$ cat config.mk
export PLATFORM = sky130hd
export DESIGN_NAME = image_out_framer
export DESIGN_NICKNAME = d
export VERILOG_FILES = /design/src/rtl/img_pkg.sv /design/src/rtl/img_out_fifo.sv /design/src/rtl/image_out_framer.sv
export SDC_FILE = /design/constraint.sdc
export NUM_CORES = 1
export LEC_CHECK = 0
export BUFFER_PORTS_ARGS = -buffer_cell sky130_fd_sc_hd__buf_2
export CORE_MARGIN = 3
export CORE_UTILIZATION = 25
export CTS_CLUSTER_SIZE = 8
export DETAILED_ROUTE_END_ITERATION = 6
export PLACE_DENSITY_LB_ADDON = 0.08
export SLEW_MARGIN = 20
export SYNTH_ARGS = -nofsm -noshare
export SYNTH_HDL_FRONTEND = slang
export SYNTH_SLANG_ARGS = --single-unit
$ cat constraint.sdc
create_clock -name i_clk -period 4.5 [get_ports i_clk]
set_input_delay 0.225 -clock i_clk [delete_from_list [all_inputs] [get_ports i_clk]]
set_output_delay 0.225 -clock i_clk [all_outputs]
set_load 0.02 [all_outputs]
$ cat src/rtl/img_pkg.sv
// Shared definitions for the image output path.
//   PIX_W / WORD_W     : pixel and packed-word widths
//   OUT_W_DEF/OUT_H_DEF: default output frame geometry
//   img_sb_t           : per-word sideband carried through the output FIFO
//   cnt_w()            : counter width helper that never returns 0
package img_pkg;

  localparam int PIX_W     = 8;
  localparam int WORD_W    = 32;
  localparam int OUT_W_DEF = 512;
  localparam int OUT_H_DEF = 512;

  typedef struct packed {
    logic sof;
    logic eol;
    logic eof;
  } img_sb_t;

  localparam int SB_W = $bits(img_sb_t);

  function automatic int cnt_w(input int n);
    return (n > 1) ? $clog2(n) : 1;
  endfunction

endpackage

$ cat src/rtl/img_out_fifo.sv
// Synchronous first-word-fall-through FIFO.
//   i_clk, i_rst : clock, asynchronous active-high reset (pointers/count only)
//   push, i_wdata: write request and data (ignored when full unless popping)
//   pop          : read request; o_rdata always shows the head entry
//   full, empty  : occupancy flags
// A push and a pop in the same cycle while full is legal: the head leaves and
// the new word takes the freed slot.
module img_out_fifo
  import img_pkg::*;
#(
  parameter int WIDTH = WORD_W + SB_W,
  parameter int DEPTH = 16
) (
  input  logic             i_clk,
  input  logic             i_rst,
  input  logic             push,
  input  logic [WIDTH-1:0] i_wdata,
  input  logic             pop,
  output logic [WIDTH-1:0] o_rdata,
  output logic             full,
  output logic             empty
);

  localparam int AW = $clog2(DEPTH);
  localparam logic [AW:0] DEPTH_C = (AW + 1)'(DEPTH);

  logic [WIDTH-1:0] mem [DEPTH];
  logic [AW-1:0]    wr_ptr_q, wr_ptr_d;
  logic [AW-1:0]    rd_ptr_q, rd_ptr_d;
  logic [AW:0]      count_q, count_d;
  logic             do_push, do_pop;

  assign full    = (count_q == DEPTH_C);
  assign empty   = (count_q == '0);
  assign do_pop  = pop && !empty;
  assign do_push = push && (!full || do_pop);
  assign o_rdata = mem[rd_ptr_q];

  always_comb begin
    wr_ptr_d = wr_ptr_q;
    rd_ptr_d = rd_ptr_q;
    count_d  = count_q;
    if (do_push) wr_ptr_d = wr_ptr_q + AW'(1);
    if (do_pop)  rd_ptr_d = rd_ptr_q + AW'(1);
    case ({do_push, do_pop})
      2'b10:   count_d = count_q + (AW + 1)'(1);
      2'b01:   count_d = count_q - (AW + 1)'(1);
      default: count_d = count_q;
    endcase
  end

  always_ff @(posedge i_clk or posedge i_rst) begin
    if (i_rst) begin
      wr_ptr_q <= '0;
      rd_ptr_q <= '0;
      count_q  <= '0;
    end else begin
      wr_ptr_q <= wr_ptr_d;
      rd_ptr_q <= rd_ptr_d;
      count_q  <= count_d;
    end
  end

  // Storage carries no reset; only entries between the pointers are ever read.
  always_ff @(posedge i_clk) begin
    if (do_push) mem[wr_ptr_q] <= i_wdata;
  end

endmodule

$ cat src/rtl/image_out_framer.sv
// Sink end of the pixel pipeline: packs PACK 8-bit pixels per 32-bit word,
// tags start-of-frame (tuser) and end-of-row (tlast), buffers words in a FWFT
// FIFO and presents them on a valid/ready stream.
//   i_clk, i_rst             : clock, asynchronous active-high reset
//   i_data_valid, i_data     : pixel stream, cannot be stalled
//   o_tdata/o_tvalid/i_tready: packed word stream, first pixel in [7:0]
//   o_tlast, o_tuser         : end-of-row / start-of-frame word markers
//   o_frame_done             : 1-cycle pulse after the handshake of a frame's last word
//   o_overflow               : sticky, set when a completed word found the FIFO full
// Optional macro IMG_OUT_STATS_EN adds o_frame_count (wrapping) and
// o_drop_count (saturating), both 16 bits.
module image_out_framer
  import img_pkg::*;
#(
  parameter int OUT_W      = OUT_W_DEF,
  parameter int OUT_H      = OUT_H_DEF,
  parameter int PACK       = 4,
  parameter int FIFO_DEPTH = 16
) (
  input  logic              i_clk,
  input  logic              i_rst,
  input  logic              i_data_valid,
  input  logic [PIX_W-1:0]  i_data,
  output logic [WORD_W-1:0] o_tdata,
  output logic              o_tvalid,
  input  logic              i_tready,
  output logic              o_tlast,
  output logic              o_tuser,
  output logic              o_frame_done,
  output logic              o_overflow
`ifdef IMG_OUT_STATS_EN
  ,
  output logic [15:0]       o_frame_count,
  output logic [15:0]       o_drop_count
`endif
);

  localparam int LANE_W = cnt_w(PACK);
  localparam int COL_W  = cnt_w(OUT_W);
  localparam int ROW_W  = cnt_w(OUT_H);
  localparam int FW     = WORD_W + SB_W;

  logic [LANE_W-1:0] lane_q, lane_d;
  logic [COL_W-1:0]  col_q, col_d;
  logic [ROW_W-1:0]  row_q, row_d;
  logic [WORD_W-1:0] pack_q, pack_d;
  logic              overflow_q, overflow_d;
  logic              frame_done_q, frame_done_d;

  logic              push;
  logic [WORD_W-1:0] word;
  img_sb_t           sb;
  logic              pop, full, empty, drop;
  logic [FW-1:0]     rdata;
  img_sb_t           head_sb;

  // Packing: lane/col/row advance only on valid pixels. The completing pixel
  // goes straight into the pushed word so the push lands on its own edge.
  always_comb begin
    lane_d = lane_q;
    col_d  = col_q;
    row_d  = row_q;
    pack_d = pack_q;
    push   = 1'b0;
    word   = pack_q;
    sb     = '0;
    if (i_data_valid) begin
      pack_d[lane_q*PIX_W +: PIX_W] = i_data;
      if (col_q == COL_W'(OUT_W - 1)) begin
        col_d = '0;
        row_d = (row_q == ROW_W'(OUT_H - 1)) ? '0 : row_q + ROW_W'(1);
      end else begin
        col_d = col_q + COL_W'(1);
      end
      if (lane_q == LANE_W'(PACK - 1)) begin
        lane_d = '0;
        push   = 1'b1;
        word[(PACK-1)*PIX_W +: PIX_W] = i_data;
        // col_q is the column of the word's last pixel here.
        sb.sof = (row_q == '0) && (col_q == COL_W'(PACK - 1));
        sb.eol = (col_q == COL_W'(OUT_W - 1));
        sb.eof = sb.eol && (row_q == ROW_W'(OUT_H - 1));
      end else begin
        lane_d = lane_q + LANE_W'(1);
      end
    end
  end

  img_out_fifo #(
    .WIDTH (FW),
    .DEPTH (FIFO_DEPTH)
  ) u_fifo (
    .i_clk   (i_clk),
    .i_rst   (i_rst),
    .push    (push),
    .i_wdata ({sb, word}),
    .pop     (pop),
    .o_rdata (rdata),
    .full    (full),
    .empty   (empty)
  );

  assign head_sb  = img_sb_t'(rdata[WORD_W +: SB_W]);
  assign o_tvalid = !empty;
  assign pop      = o_tvalid && i_tready;
  assign drop     = push && full && !pop;

  // Head fields are forced to 0 when empty so stale/unwritten storage never shows.
  assign o_tdata = empty ? '0 : rdata[WORD_W-1:0];
  assign o_tlast = !empty && head_sb.eol;
  assign o_tuser = !empty && head_sb.sof;

  always_comb begin
    overflow_d   = overflow_q || drop;
    frame_done_d = pop && head_sb.eof;
  end

  always_ff @(posedge i_clk or posedge i_rst) begin
    if (i_rst) begin
      lane_q       <= '0;
      col_q        <= '0;
      row_q        <= '0;
      overflow_q   <= 1'b0;
      frame_done_q <= 1'b0;
    end else begin
      lane_q       <= lane_d;
      col_q        <= col_d;
      row_q        <= row_d;
      overflow_q   <= overflow_d;
      frame_done_q <= frame_done_d;
    end
  end

  // Partial-word data needs no reset: lane restarts at 0 and overwrites it.
  always_ff @(posedge i_clk) begin
    pack_q <= pack_d;
  end

  assign o_overflow   = overflow_q;
  assign o_frame_done = frame_done_q;

`ifdef IMG_OUT_STATS_EN
  logic [15:0] frame_count_q, frame_count_d;
  logic [15:0] drop_count_q, drop_count_d;

  always_comb begin
    frame_count_d = frame_count_q;
    drop_count_d  = drop_count_q;
    if (frame_done_q) frame_count_d = frame_count_q + 16'd1;
    if (drop && (drop_count_q != 16'hFFFF)) drop_count_d = drop_count_q + 16'd1;
  end

  always_ff @(posedge i_clk or posedge i_rst) begin
    if (i_rst) begin
      frame_count_q <= '0;
      drop_count_q  <= '0;
    end else begin
      frame_count_q <= frame_count_d;
      drop_count_q  <= drop_count_d;
    end
  end

  assign o_frame_count = frame_count_q;
  assign o_drop_count  = drop_count_q;
`endif

endmodule

* After elaboration in Yosys (flattened, before gate mapping) *
Memories as Yosys holds them, arrays and structs flattened.
Index checks and enable logic that the tools add are counted.
Widths: inputs -> output; s select.

operators by class
  reduce and logical (&&, ||, !) cells = 19
  add/sub/neg operators = 8
  shifts and indexed selects = 2
  multiplexer cells = 14
  eq/ne operators = 7

operator list
  kind                     count
  $neg 5->34               1
  $shift 8x34->32 const A  1
  $shiftx 8x34->32         1
  $bwmux 32                1
  $mux 32                  1
  $add 9x1->9 const B      2
  $eq 9x9->1 const B       2
  $mux 9                   2
  $mux 8                   2
  $logic_and 1x1->1        10
  $pmux 5 s2               1
  $eq 9x2->1 const B       1
  $logic_not 9->1          1
  $add 4x1->4 const B      2
  $mux 3                   2
  $add 5x1->5 const B      1
  $eq 5x5->1 const B       1
  $logic_not 5->1          1
  $sub 5x1->5 const B      1
  $eq 2x2->1 const B       2
  $mux 1                   4
  $logic_not 1->1          3
  $add 2x1->2 const B      1
  $eq 2x1->1 const B       1
  4 further kinds          5

storage, ports and cells
  logic and storage cells = 60
  memory bits (writable) = 560
  output and inout port bits = 37
  input port bits = 12
  flip-flop bits (word level) = 67
  memories = 1

memory list
  name        words  bits a word  rd ports  clocked after Yosys merged registers in  wr ports  RTL line            source
  u_fifo.mem  16     35           1         0                                        1         img_out_fifo.sv:27  logic [WIDTH-1:0] mem [DEPTH];

* Depth between registers and ports, before layout *
  word-level depth = 8
  depth in mapped cells = 12
  depth with buffers taken out = 11

* Hierarchy *
A second synthesis with hierarchy kept.

second synthesis, totals
  cells, all modules = 1204
  area, all modules = 24678.7 um2

modules (own cells, without submodules)
  module            sequential area each (um2)  cells an instance  area an instance (um2)  instances
  img_out_fifo      17141.4                     953                21862.2                 1
  image_out_framer  1511.4                      251                2816.5                  1

* Least setup slack after synthesis *
Ideal clock, no wire load.

  kind = register to register
  from = register lane_q[0]
  to = memory u_fifo.mem[1][0] in the netlist's numbering, enable pin
  library setup time = 0.515 ns
  buffers on the path = 0
  arrival = 4.400 ns
  path slack = -0.414 ns
  required time = 3.985 ns
  period minus slack after synthesis = 4.914 ns
  cell stages (with the launch flop) = 6
  cells stage by stage = dfrtp_1 ha_1 nand2_1 a31oi_4 inv_2 nor4_1

on the way
  word-level cells in the longest chain between the ends = 6

RTL lines
  what                          RTL line                 source
  start, declared               image_out_framer.sv:43   logic [LANE_W-1:0] lane_q, lane_d;
  start signal, assigned        image_out_framer.sv:126  lane_q <= lane_d;
  $eq 2x2->1                    image_out_framer.sv:75   if (lane_q == LANE_W'(PACK - 1)) begin
  $mux 1                        image_out_framer.sv:75
  $mux 1                        image_out_framer.sv:67   if (i_data_valid) begin
  $logic_and 1x1->1             img_out_fifo.sv:36       assign do_push = push && (!full || do_pop);
  $mux 1                        img_out_fifo.sv:66       if (do_push) mem[wr_ptr_q] <= i_wdata;
  $mux 1 (implied by the code)  img_out_fifo.sv:66
  end, declared                 img_out_fifo.sv:27

Every way passes these cells.

* Worst setup path in the final report *
  from = register u_fifo.rd_ptr_q[1]
  to = output port o_tdata[31]

on the way
  word-level cells in the longest chain between the ends = 2

RTL lines
  what                    RTL line                 source
  start, declared         img_out_fifo.sv:29       logic [AW-1:0] rd_ptr_q, rd_ptr_d;
  start signal, assigned  img_out_fifo.sv:59       rd_ptr_q <= rd_ptr_d;
  $mem_v2 16x35           n/a
  $mux 32                 image_out_framer.sv:109  assign o_tdata = empty ? '0 : rdata[WORD_W-1:0];
  end, declared           image_out_framer.sv:24   output logic [WORD_W-1:0] o_tdata,

Every way passes these cells.

==> reports/metrics.cfg <==
[clock_tree]
cts_tree = yes
cts_max_level = 3
clk_pin_slew_ns = 0.05
cts_root_buf = clkbuf_16
cts-resized-gates = 0
cts_sinks = 627
clk_path_buf_depth = 3
worstSkewPairLatency_ns = 0.63
cts_buffers = 88

[yosys]
netlist_area_um2 = 24600
synth_edf_count = 592
synthFlopType = edfxtp_1
ys_seq_area_share_pct = 75.7
syn_avg_cell_area_um2 = 21.4
synth_async_sr_flop_share_pct = 5.58
ys_ff_latch = 627
synth_fp_nets = 1184
synthCells = 1154
ys_types = 49
yosysWarnings = 0

[detailed_routing]
vias_per_cell = 4.48
drt-initial-drc-count = 826
wl_per_cell_um = 25.9
final_antenna_net_count = 0
drc = 0
drt_pass1_iterations = 5
wirelength_mm = 66.9
vias = 11600

[critical_path]
cp-end-kind = output pin
regToRegSetupSlack_ns = 1.18
cp.required_ns = 4.28
crit_chain = mux4_1 > mux2i_1 > o22ai_1 > buf_2
startpoint_type = register
arrival_ns = 3.33
worst-path-max-fanout = 29
crit_type = reg2out
max_stage_delay_ns = 0.87
crit_slowest_cell = dfrtp_4

[timing]
clock_skew_ns = 0.0299
rsz0062_at_grt = no
drv_slew = 0
relSlewSlack_pct = 37.5
fin_crit_sh_pct = 79.0
fin_crit_ns = 3.55
max_freq_ghz = 0.281
finalHoldViolCount = 0
whs_ns = 0.0666
setup_viol = 0
worst_pin_slew_ns = 0.937

[die]
start_util_pct = 25.4
rows = 114
die_h_um = 320
die_area_um2 = 102000
core_um2 = 97100
die_w_um = 320
ios = 49

[final_layout]
fin_nets = 1310
final_cell_mix = edfxtp_1, mux4_2, clkbuf_16, mux2i_1, buf_2
multi_input_area_um2 = 5630
final_layout_size_suffix_gt1_share_pct = 28.0
fin_cells = 2581
seq_area_um2 = 18700
layout_commonest_cell = edfxtp_1
fillCellCount = 9404
syn_to_final_growth_pct = 17.9

[power_and_ir_drop]
p_leak_uw = 0.00948
p_total_uw = 18400
ir_drop_mv = 0.249
power.density_nw_per_um2 = 634

[grt]
grt_max_degree = 47
groute.usage.overall_pct = 13.2
antenna_found_initial = 5
overflow = 0
grt_pass1_wl_mm = 95.6
grt_pass1_vias = 12400

[run_status]
status = completed

[placed_design]
portBuffers = 48
gp_congestion = 0.714
placed_cells = 2464
hpwlAfterDp_mm = 41.0

[job]
maxCapViolations = 0

[min_path]
hold_class = in2reg

stage by stage:
step,instance area (um^2),TNS (ns),utilization (%),worst slack (ns)
CTS,29100,0,29.9,0.863
floorplan,24600,-58.00,-,-0.414
global placement,26600,0,27.4,1.16
global route,29100,0,29.9,0.816
finish,29100,0,29.9,0.947
detailed placement,26600,0,27.4,1.12
timing repair:
action,CTS,global route
endpoints found under the hold margin,40,0
hold buffers,2,0
setup buffers,0,0
cells by family (layout without fill, tap and decap cells):
| group | Yosys count | after routing | share of synthesized area [%] |
|---|---|---|---|
| compound gates | 75 | 75 | 1.91 |
| mux | 224 | 224 | 16.3 |
| xor+xnor | 14 | 14 | 0.498 |
| simple gates | 120 | 120 | 2.89 |
| flops | 627 | 627 | 75.7 |
| other cells | 0 | 2 | 0 |
| fa+ha+maj | 18 | 18 | 0.914 |
| buf+inv | 76 | 225 | 1.74 |
cell type report:
type | instances | area share [%]
multi-input cells | 451 | 19.4
well taps | 1276 | 5.49
clock inverters | 2 | 0.0861
repair buffers | 94 | 2.42
diodes | 2 | 0.0172
flip-flops and latches | 627 | 64.2
inverters | 18 | 0.232
clock buffers | 111 | 8.17
state kept, by name, summed over array words and instances, names as in the netlist:
| name | count |
|---|---|
| u_fifo.wr_ptr_q | 4 |
| o_overflow | 1 |
| u_fifo.rd_ptr_q | 4 |
| pack_q | 32 |
| u_fifo.mem | 560 |
| o_frame_done | 1 |
| col_q | 9 |
| u_fifo.count_q | 5 |
| row_q | 9 |
| lane_q | 2 |
Yosys cell counts (4+ instances only):
cell | count | area (um^2)
a21oi_1 | 5 | 25.0
a31oi_1 | 4 | 25.0
and2_1 | 44 | 275
and3_1 | 5 | 31.3
buf_2 | 31 | 155
buf_4 | 5 | 37.5
buf_6 | 7 | 78.8
clkbuf_1 | 12 | 45.0
dfrtp_1 | 35 | 876
edfxtp_1 | 592 | 17800
ha_1 | 18 | 225
inv_1 | 17 | 63.8
mux2_2 | 14 | 158
mux2i_1 | 70 | 701
mux4_1 | 4 | 105
mux4_2 | 136 | 3060
nand2_1 | 16 | 60.1
nand3_1 | 5 | 25.0
nand4_1 | 5 | 31.3
nor2_1 | 13 | 48.8
nor3b_1 | 4 | 30.0
nor4_1 | 7 | 43.8
o21ai_0 | 20 | 100
o22ai_1 | 37 | 231
xnor2_1 | 8 | 70.1
xor2_1 | 6 | 52.6
worst paths after layout:
check	from	cells after the start	endpoint
max	u_fifo.rd_ptr_q[1]$_DFFE_PP0P_	4	o_tdata[31]
min	i_data[5]	2	pack_q[29]$_DFFE_PP_
max reg2reg	lane_q[0]$_DFFE_PP0P_	6	u_fifo.mem[15][25]$_DFFE_PP_
min reg2reg	o_overflow$_DFF_PP0_	1	o_overflow$_DFF_PP0_
max in group asynchronous	i_rst	4	u_fifo.rd_ptr_q[1]$_DFFE_PP0P_
min in group asynchronous	i_rst	4	col_q[5]$_DFFE_PP0P_
report_power, final:
| part | total [uW] | switching [uW] | internal (uW) |
|---|---|---|---|
| combinational | 5000 | 2890 | 2110 |
| sequential | 7500 | 614 | 6890 |
| clock | 5930 | 2310 | 3610 |
| total | 18400 | 5810 | 12600 |
critical path, delay by kind of cell, from the launching register on:
kind | cells | cell delay [ns]
AOI/OAI and AO/OA | 1 | 0.27
muxes | 2 | 1.23
DFF | 1 | 0.87
buffers and inverters | 1 | 0.24
per-layer routing:
layer | track usage [%] | vias up | share of wire [%]
met4 | 3.60 | 0 | 1.8
met2 | 20.5 | 204 | 46
met3 | 2.42 | 73 | 3.9
met5 | 0 | - | 0
met1 | 18.8 | 6255 | 48
li1 | - | 5022 | -
(Power assumes the default switching activity.)
